--- config.mk ---
export PLATFORM = sky130hd
export DESIGN_NAME = sram_port_arbiter
export DESIGN_NICKNAME = d
export VERILOG_FILES = /design/src/rtl/defs_pkg.sv /design/src/rtl/mem_lane_align.sv /design/src/rtl/sram_port_arbiter.sv
export SDC_FILE = /design/constraint.sdc
export NUM_CORES = 1
export LEC_CHECK = 0
export BUFFER_PORTS_ARGS = -buffer_cell sky130_fd_sc_hd__buf_2
export CAP_MARGIN = 20
export CELL_PAD_IN_SITES_DETAIL_PLACEMENT = 0
export CELL_PAD_IN_SITES_GLOBAL_PLACEMENT = 1
export CORE_ASPECT_RATIO = 1.75
export CORE_MARGIN = 1
export CORE_UTILIZATION = 35
export CTS_BUF_LIST = sky130_fd_sc_hd__clkbuf_16
export DETAILED_ROUTE_END_ITERATION = 16
export GPL_TIMING_DRIVEN = 0
export PLACE_DENSITY = 0.81
export SYNTH_ARGS = -nofsm -noshare
export SYNTH_HDL_FRONTEND = slang
export SYNTH_SLANG_ARGS = --single-unit
--- constraint.sdc ---
create_clock -name clk -period 2.22 [get_ports clk]
set_input_delay 0 -clock clk [delete_from_list [all_inputs] [get_ports clk]]
set_output_delay 0 -clock clk [all_outputs]
set_load 0.1 [all_outputs]
--- src/rtl/defs_pkg.sv ---
// Shared memory-access definitions: size codes, arbiter state and owner types,
// and the alignment check used by the SRAM port arbiter.
package defs_pkg;

  localparam logic [2:0] BYTE   = 3'd0;
  localparam logic [2:0] HALF   = 3'd1;
  localparam logic [2:0] WORD   = 3'd2;
  localparam logic [2:0] DOUBLE = 3'd3;

  typedef enum logic [1:0] {IDLE, I_RESP, D_RESP, D_MERGE} arb_state_t;
  typedef enum logic {INST, DATA} owner_t;

  // Unknown size codes are treated as misaligned so they surface as errors.
  function automatic logic misaligned(input logic [2:0] size, input logic [2:0] off);
    case (size)
      BYTE:    misaligned = 1'b0;
      HALF:    misaligned = off[0];
      WORD:    misaligned = |off[1:0];
      DOUBLE:  misaligned = |off;
      default: misaligned = 1'b1;
    endcase
  endfunction

endpackage

--- src/rtl/mem_lane_align.sv ---
// Little-endian lane handling: load extract with sign/zero extension and
// sub-word store merge into a full SRAM word.
module mem_lane_align
  import defs_pkg::*;
#(
  parameter int XLEN = 64,
  parameter int OFFW = $clog2(XLEN/8)
) (
  input  logic [XLEN-1:0] rdata,
  input  logic [XLEN-1:0] wdata,
  input  logic [OFFW-1:0] off,
  input  logic [2:0]      size,
  input  logic            sgn,
  output logic [XLEN-1:0] load_data,
  output logic [XLEN-1:0] merged
);
  logic [OFFW+2:0] shamt;
  logic [XLEN-1:0] shifted;
  logic [XLEN-1:0] lmask;
  logic            sbit;

  always_comb begin
    shamt   = {off, 3'b000};
    shifted = rdata >> shamt;
    lmask   = '1;
    sbit    = shifted[XLEN-1];
    case (size)
      BYTE: begin lmask = XLEN'(8'hFF);         sbit = shifted[7];  end
      HALF: begin lmask = XLEN'(16'hFFFF);      sbit = shifted[15]; end
      WORD: begin lmask = XLEN'(32'hFFFF_FFFF); sbit = shifted[31]; end
      default: ;
    endcase
    load_data = (shifted & lmask) | ({XLEN{sgn & sbit}} & ~lmask);
    merged    = (rdata & ~(lmask << shamt)) | ((wdata & lmask) << shamt);
  end

endmodule

--- src/rtl/sram_port_arbiter.sv ---
// Fetch/LSU arbiter for the single-port main SRAM: round-robin on ties,
// alignment/range checks, read-modify-write for sub-word stores.
module sram_port_arbiter
  import defs_pkg::*;
#(
  parameter int XLEN      = 64,
  parameter int MEM_DEPTH = 262144
) (
  input  logic                         clk,
  input  logic                         resetn,
  input  logic                         imem_req,
  input  logic [31:0]                  imem_addr,
  output logic                         imem_ready,
  output logic                         imem_err,
  output logic [31:0]                  imem_data,
  input  logic                         dmem_read_req,
  input  logic                         dmem_write_req,
  input  logic [XLEN-1:0]              dmem_addr,
  input  logic [XLEN-1:0]              dmem_wdata,
  input  logic [2:0]                   dmem_size,
  input  logic                         dmem_signed,
  output logic [XLEN-1:0]              dmem_rdata,
  output logic                         dmem_ready,
  output logic                         dmem_err,
  output logic                         sram_we,
  output logic [$clog2(MEM_DEPTH)-1:0] sram_addr,
  output logic [XLEN-1:0]              sram_wdata,
  input  logic [XLEN-1:0]              sram_rdata
);
  localparam int         AW        = $clog2(MEM_DEPTH);
  localparam int         OFFW      = $clog2(XLEN/8);
  localparam logic [2:0] FULL_SIZE = (XLEN == 64) ? DOUBLE : WORD;

  arb_state_t      state_q, state_d;
  owner_t          last_q, last_d;
  logic [AW-1:0]   idx_q, idx_d;
  logic [OFFW-1:0] off_q, off_d;
  logic [2:0]      size_q, size_d;
  logic            sgn_q, sgn_d;
  logic [XLEN-1:0] wdata_q, wdata_d;
  logic            write_q, write_d;
  logic            err_q, err_d;

  logic            d_req, tie, i_err, d_err, grant_i, grant_d;
  logic [XLEN-1:0] load_data, merged;

  assign d_req   = dmem_read_req | dmem_write_req;
  assign tie     = imem_req & d_req;
  assign i_err   = (|(imem_addr >> (OFFW + AW))) | (|imem_addr[1:0]);
  assign d_err   = (|(dmem_addr >> (OFFW + AW)))
                 | misaligned(dmem_size, 3'(dmem_addr[OFFW-1:0]))
                 | ((dmem_size == DOUBLE) && (XLEN == 32));
  // Data wins a tie unless it won the previous one.
  assign grant_d = (state_q == IDLE) & resetn & d_req & (!imem_req | (last_q == INST));
  assign grant_i = (state_q == IDLE) & resetn & imem_req & !grant_d;

  always_comb begin
    state_d    = state_q;
    last_d     = last_q;
    idx_d      = idx_q;
    off_d      = off_q;
    size_d     = size_q;
    sgn_d      = sgn_q;
    wdata_d    = wdata_q;
    write_d    = write_q;
    err_d      = err_q;
    sram_we    = 1'b0;
    sram_addr  = '0;
    sram_wdata = '0;
    case (state_q)
      IDLE: begin
        if (grant_i) begin
          // Fetch reuses the load path as an unsigned 32-bit lane.
          state_d = I_RESP;
          idx_d   = imem_addr[OFFW +: AW];
          off_d   = imem_addr[OFFW-1:0];
          size_d  = WORD;
          sgn_d   = 1'b0;
          wdata_d = '0;
          write_d = 1'b0;
          err_d   = i_err;
          if (tie) last_d = INST;
          if (!i_err) sram_addr = imem_addr[OFFW +: AW];
        end else if (grant_d) begin
          idx_d   = dmem_addr[OFFW +: AW];
          off_d   = dmem_addr[OFFW-1:0];
          size_d  = dmem_size;
          sgn_d   = dmem_signed;
          wdata_d = dmem_wdata;
          write_d = !dmem_read_req;
          err_d   = d_err;
          state_d = D_RESP;
          if (tie) last_d = DATA;
          if (!d_err) begin
            sram_addr = dmem_addr[OFFW +: AW];
            if (!dmem_read_req && dmem_size == FULL_SIZE) begin
              sram_we    = 1'b1;
              sram_wdata = dmem_wdata;
            end else if (!dmem_read_req) begin
              state_d = D_MERGE;
            end
          end
        end
      end
      D_MERGE: begin
        sram_we    = 1'b1;
        sram_addr  = idx_q;
        sram_wdata = merged;
        state_d    = D_RESP;
      end
      default: state_d = IDLE;
    endcase
    if (!resetn) begin
      sram_we    = 1'b0;
      sram_addr  = '0;
      sram_wdata = '0;
    end
  end

  always_ff @(posedge clk or negedge resetn) begin
    if (!resetn) begin
      state_q <= IDLE;
      last_q  <= INST;
      idx_q   <= '0;
      off_q   <= '0;
      size_q  <= '0;
      sgn_q   <= 1'b0;
      wdata_q <= '0;
      write_q <= 1'b0;
      err_q   <= 1'b0;
    end else begin
      state_q <= state_d;
      last_q  <= last_d;
      idx_q   <= idx_d;
      off_q   <= off_d;
      size_q  <= size_d;
      sgn_q   <= sgn_d;
      wdata_q <= wdata_d;
      write_q <= write_d;
      err_q   <= err_d;
    end
  end

  mem_lane_align #(.XLEN(XLEN), .OFFW(OFFW)) u_align (
    .rdata     (sram_rdata),
    .wdata     (wdata_q),
    .off       (off_q),
    .size      (size_q),
    .sgn       (sgn_q),
    .load_data (load_data),
    .merged    (merged)
  );

  assign imem_ready = (state_q == I_RESP);
  assign imem_err   = imem_ready & err_q;
  assign imem_data  = (imem_ready && !err_q) ? load_data[31:0] : '0;
  assign dmem_ready = (state_q == D_RESP);
  assign dmem_err   = dmem_ready & err_q;
  assign dmem_rdata = (dmem_ready && !err_q && !write_q) ? load_data : '0;

endmodule

==> results of run 1 <==
[kinds of logic after synthesis]
kind of cell	share of synthesized area (%)
AO/OA/AOI/OAI	37.4
adder cells (fa/ha/maj)	0.517
buffers and inverters	6.24
AND/OR/NAND/NOR	18.1
multiplexers	13.3
XOR/XNOR	0.0905
flip-flops	24.3
[routing by layer]
metal	GRT overflow	GRT usage (%)
met4	1	60.8
met3	0	23.5
met5	0	2.32
met2	0	88.4
met1	0	57.1
[metrics by stage]
step	TNS, ns	instances	worst slack (ns)
floorplan	-30.44	1226	-0.610
global placement	-346.54	2010	-2.37
detailed placement	-163.16	2011	-1.33
CTS	-62.75	2224	-0.451
[what timing repair did]
item,4_1_cts
resized for setup,972
endpoints found under the setup margin,267
hold buffers,115
pin swaps,67
cloned,8
setup buffers,80
endpoints found under the hold margin,126
==> metrics.yaml, run 1 <==
die:
  num_io_pins: 416
  rows: 80
  die_height_um: 222
  start_util_pct: 35.6
  die_x_um: 128
yosys:
  synth.distinct_cells: 74
  synth_top_area_share_pct: 24.3
  synth_ff_type: "dfrtp_1"
  synth_fp_nets: 1463
  synth_edf_count: 0
  avgSynthCellArea_sq_um: 7.90
  async_flop_share_pct: 100
  synth.most_common_cell: "nor2_1"
  ys_ff_latch: 94
  netlist_area_sq_um: 9680
  ys_top_cells_by_count: "nor2_1, a21oi_1, nand2_1"
  synth_cells: 1226
  synth_area_leaders: "dfrtp_1, mux2i_1, a22o_1"
  synth_area_leader_cell: "dfrtp_1"
  yosysWarnings: 0
  seq_area_frac_synth_pct: 24.3
clock_network:
  cts_buffers: 9
  clock-sinks: 94
  htreeDepth: 3
  clockBufferDepth: 2
  cts_root_buf: "clkbuf_16"
place:
  place_hpwl_um: 54400
  placedInstanceArea_sq_um: 14000
  place.gp.congestion: 1.03
  port_buffers: 415
outcome:
  haltStage: "global routing"
  tool.error: "[ERROR GRT-0232] Routing congestion too high. Check the congestion heatmap in the GUI."
  status: "aborted with a tool error"
grt:
  grt_overflow: 1
  grt_usage_pct: 58.0
  grt_max_degree: 58
==> run 2: changes to the inputs <==
Settings changed: CELL_PAD_IN_SITES_DETAIL_PLACEMENT 0 to unset, CELL_PAD_IN_SITES_GLOBAL_PLACEMENT 1 to unset, CORE_AREA set to 2 2 164 166, CORE_ASPECT_RATIO 1.75 to unset, CORE_MARGIN 1 to unset, CORE_UTILIZATION 35 to unset, CTS_BUF_LIST sky130_fd_sc_hd__clkbuf_16 to unset, DIE_AREA set to 0 0 166 168, PLACE_DENSITY 0.81 to unset, PLACE_DENSITY_LB_ADDON set to 0.15.
==> metrics.yaml, run 2 <==
min_path:
  worstHoldPathType: "in2reg"
yosys:
  ys_top_cells_by_count: "nor2_1, a21oi_1, nand2_1"
  synth_cells: 1226  # unchanged
  synth_area_leader_cell: "dfrtp_1"
  avgSynthCellArea_sq_um: 7.90  # unchanged
  synth_edf_count: 0  # unchanged
  async_flop_share_pct: 100  # unchanged
  synth_area_leaders: "dfrtp_1, mux2i_1, a22o_1"
  seq_area_frac_synth_pct: 24.3  # unchanged
  synth_top_area_share_pct: 24.3  # unchanged
  ys_ff_latch: 94  # unchanged
  yosysWarnings: 0  # unchanged
  synth_ff_type: "dfrtp_1"
  synth_fp_nets: 1463  # unchanged
  netlist_area_sq_um: 9680  # unchanged
  synth.distinct_cells: 74  # unchanged
  synth.most_common_cell: "nor2_1"
sta:
  fin_hold_ws_ns: 0.0412
  tightest_slew_ns: 1.06
  fin_crit_sh_pct: 144
  period_minus_slack_ns: 3.19
  hold_viol: 0
  setup_violations: 248
  worst_slack_ns: -0.969
  finalClockSkew_ns: 0.0164
  fmax_mhz: 314
  relSlewSlack_pct: 29.6
  final-max-slew-violation-count: 0
  rsz0062_at_grt: "yes"
critical_path:
  crit_slowest_cell: "mux2i_2"
  cp.required_ns: 2.22
  worstRegToRegCells: 7
  crit_fanout: 10
  regToRegEndpoint: "wdata_q[58]"
  worstSetupStartpointType: "flop"
  crit_top_cell: "buf_12"
  regToRegSetupSlack_ns: -0.47
  cp_cell_sequence: "buf_12, buf_4, buf_8, mux2i_2, and2_1, a211o_1, o211a_1, nor2_2, buf_12"
  cp.arrival_ns: 3.19
  worstSetupPathType: "reg2out"
  critPathCapture: "imem_data[12]"
  slowest_delay_ns: 0.67
  path_buf_inv: 4
  endpoint_kind: "output pin"
  crit_start: "off_q[0]"
  regToRegStartpoint: "state_q[0]"
  cp_num_cells: 9
  cp_top_family: "multiplexers"
layout:
  largest_reg_flops: 64
  final_cell_mix: "buf_2, buf_12, dlygate4sd3_1"
  nNetsFinal: 2073
  area_growth_pct: 108
  largestRegisters: "wdata_q x64, idx_q x18"
  final_area_sq_um: 20200
  layout-drive-gt1-share_pct: 55.5
  regMostFlops: "wdata_q"
  nFillCells: 1663
  final_common_cell: "buf_2"
die:
  num_io_pins: 416  # unchanged
  die-area_sq_um: 27900
  start_util_pct: 36.7  # +1.2 points
  rows: 60  # -25%
  die_x_um: 166  # +30%
  core-area_sq_um: 26400
  die_height_um: 168  # -24%
clock_network:
  insertion_delay_ns: 0.37
  htreeDepth: 3  # unchanged
  cts_buffers: 9  # unchanged
  cts_root_buf: "clkbuf_16"
  clock-sinks: 94  # unchanged
  cts_tree: "yes"
  clk_pin_slew_ns: 0.08
  clockBufferDepth: 2  # unchanged
grt:
  antenna_found_initial: 3
  grt_use_met1_pct: 54.3
  use_met2_pct: 77.0
  grt_max_degree: 63
  grt_first_pass_wirelength_um: 97800
  use_met3_pct: 12.4
  first_global_vias: 14700
  grt_overflow: 0
  grt_usage_pct: 47.2
  top_usage_layer: "met2"
pwr:
  p_leak_nw: 7.92
  power.density_nw_per_um2: 1480
  ir_worst_vdd_v: 0.00110
place:
  placedInstanceArea_sq_um: 14000  # -0.25%
  place.gp.congestion: 1.05  # +2.2%
  place_hpwl_um: 50100  # -7.9%
  port_buffers: 415  # unchanged
route:
  via_count: 15100
  drt_iter0_drc: 2129
  drt_wl_total_um: 72300
  vias_per_cell: 6.91
  drtAntennaViolNets: 0
  first_pass_iters: 6
  wl_per_cell_um: 33.1
  drcViolationCount: 0
outcome:
  status: "complete, but fails checks"
  violations: "negative setup slack"
flow_run:
  drv_cap: 0
-- run 2: cell counts after synthesis --
No cell type changed its count.
-- run 2: worst min-delay path by stage --
stage                              from     endpoint  slack, ns  cells after the start
after CTS                 dmem_read_req      write_q       0.04                      2
after global routing      dmem_read_req      write_q       0.07                      2
after detailed placement         resetn  wdata_q[45]      -0.01                      1
after floorplan                  resetn        err_q      -0.30                      0
final                     dmem_read_req      write_q       0.04                      2
after global placement    dmem_addr[18]    idx_q[15]       0.21                      3
-- run 2: cell families after synthesis --
family / count (synthesis) / share of synthesized area, %
AO/OA/AOI/OAI: 507 / 37.4
XOR/XNOR: 1 / 0.0905
multiplexers: 107 / 13.3
flip-flops: 94 / 24.3
adder cells (fa/ha/maj): 4 / 0.517
buffers and inverters: 140 / 6.24
AND/OR/NAND/NOR: 373 / 18.1
-- run 2: area by class of cell --
| class | instances | area [sq um] | share of cell area, % |
|---|---|---|---|
| antenna | 3 | 7.51 | 0.0373 |
| clock buffer | 10 | 229 | 1.14 |
| clock inverter | 6 | 75.1 | 0.373 |
| tap | 341 | 427 | 2.12 |
| multi-input combinational | 992 | 9700 | 48.1 |
| timing repair buffer | 608 | 6150 | 30.5 |
| sequential | 94 | 2360 | 11.7 |
| inverter | 12 | 52.6 | 0.261 |
| buffer | 119 | 1150 | 5.72 |
-- run 2: per-stage QoR --
| step | power [mW] | instances | setup TNS (ns) | setup WS [ns] | utilization (%) |
|---|---|---|---|---|---|
| after floorplan | 15.0 | 1226 | -30.44 | -0.610 | - |
| after global placement | 20.0 | 1982 | -341.43 | -2.39 | 52.9 |
| after detailed placement | 20.1 | 1983 | -162.49 | -1.22 | 53.1 |
| after CTS | 26.6 | 2159 | -80.91 | -0.601 | 72.0 |
| after global routing | 30.3 | 2184 | -102.62 | -0.866 | 76.5 |
| final | 29.9 | 2185 | -97.99 | -0.969 | 76.5 |
-- run 2: metal layers --
layer	wire length (um)	up-vias	share of wire [%]
li1	-	5987	-
met1	24600	7221	34
met2	32700	1453	45
met4	6260	0	8.6
met3	8770	436	12
met5	0	-	0
-- run 2: where the power goes --
group	switching [mW]	internal (mW)	total, mW
clock network	0.807	0.898	1.71
logic	15.3	9.19	24.4
registers	1.25	2.52	3.78
total	17.3	12.6	29.9
-- run 2: timing repair --
| item | in CTS | in global routing |
|---|---|---|
| setup endpoints to repair | 238 | 259 |
| buffers inserted | 46 | 27 |
| gates cloned | 5 | 3 |
| hold buffers | 114 | 0 |
| hold endpoints to repair | 121 | 0 |
| pin swaps | 85 | 35 |
| resized for setup | 809 | 254 |
-- run 2: worst register-to-register path: cells and delay by family (launching register included) --
| family | cells | cell delay, ns |
|---|---|---|
| adder cells (fa/ha/maj) | 1 | 0.16 |
| AO/OA/AOI/OAI | 2 | 0.36 |
| buffers and inverters | 4 | 1.68 |
| flip-flops | 1 | 0.41 |
(Power assumes the default switching activity.)
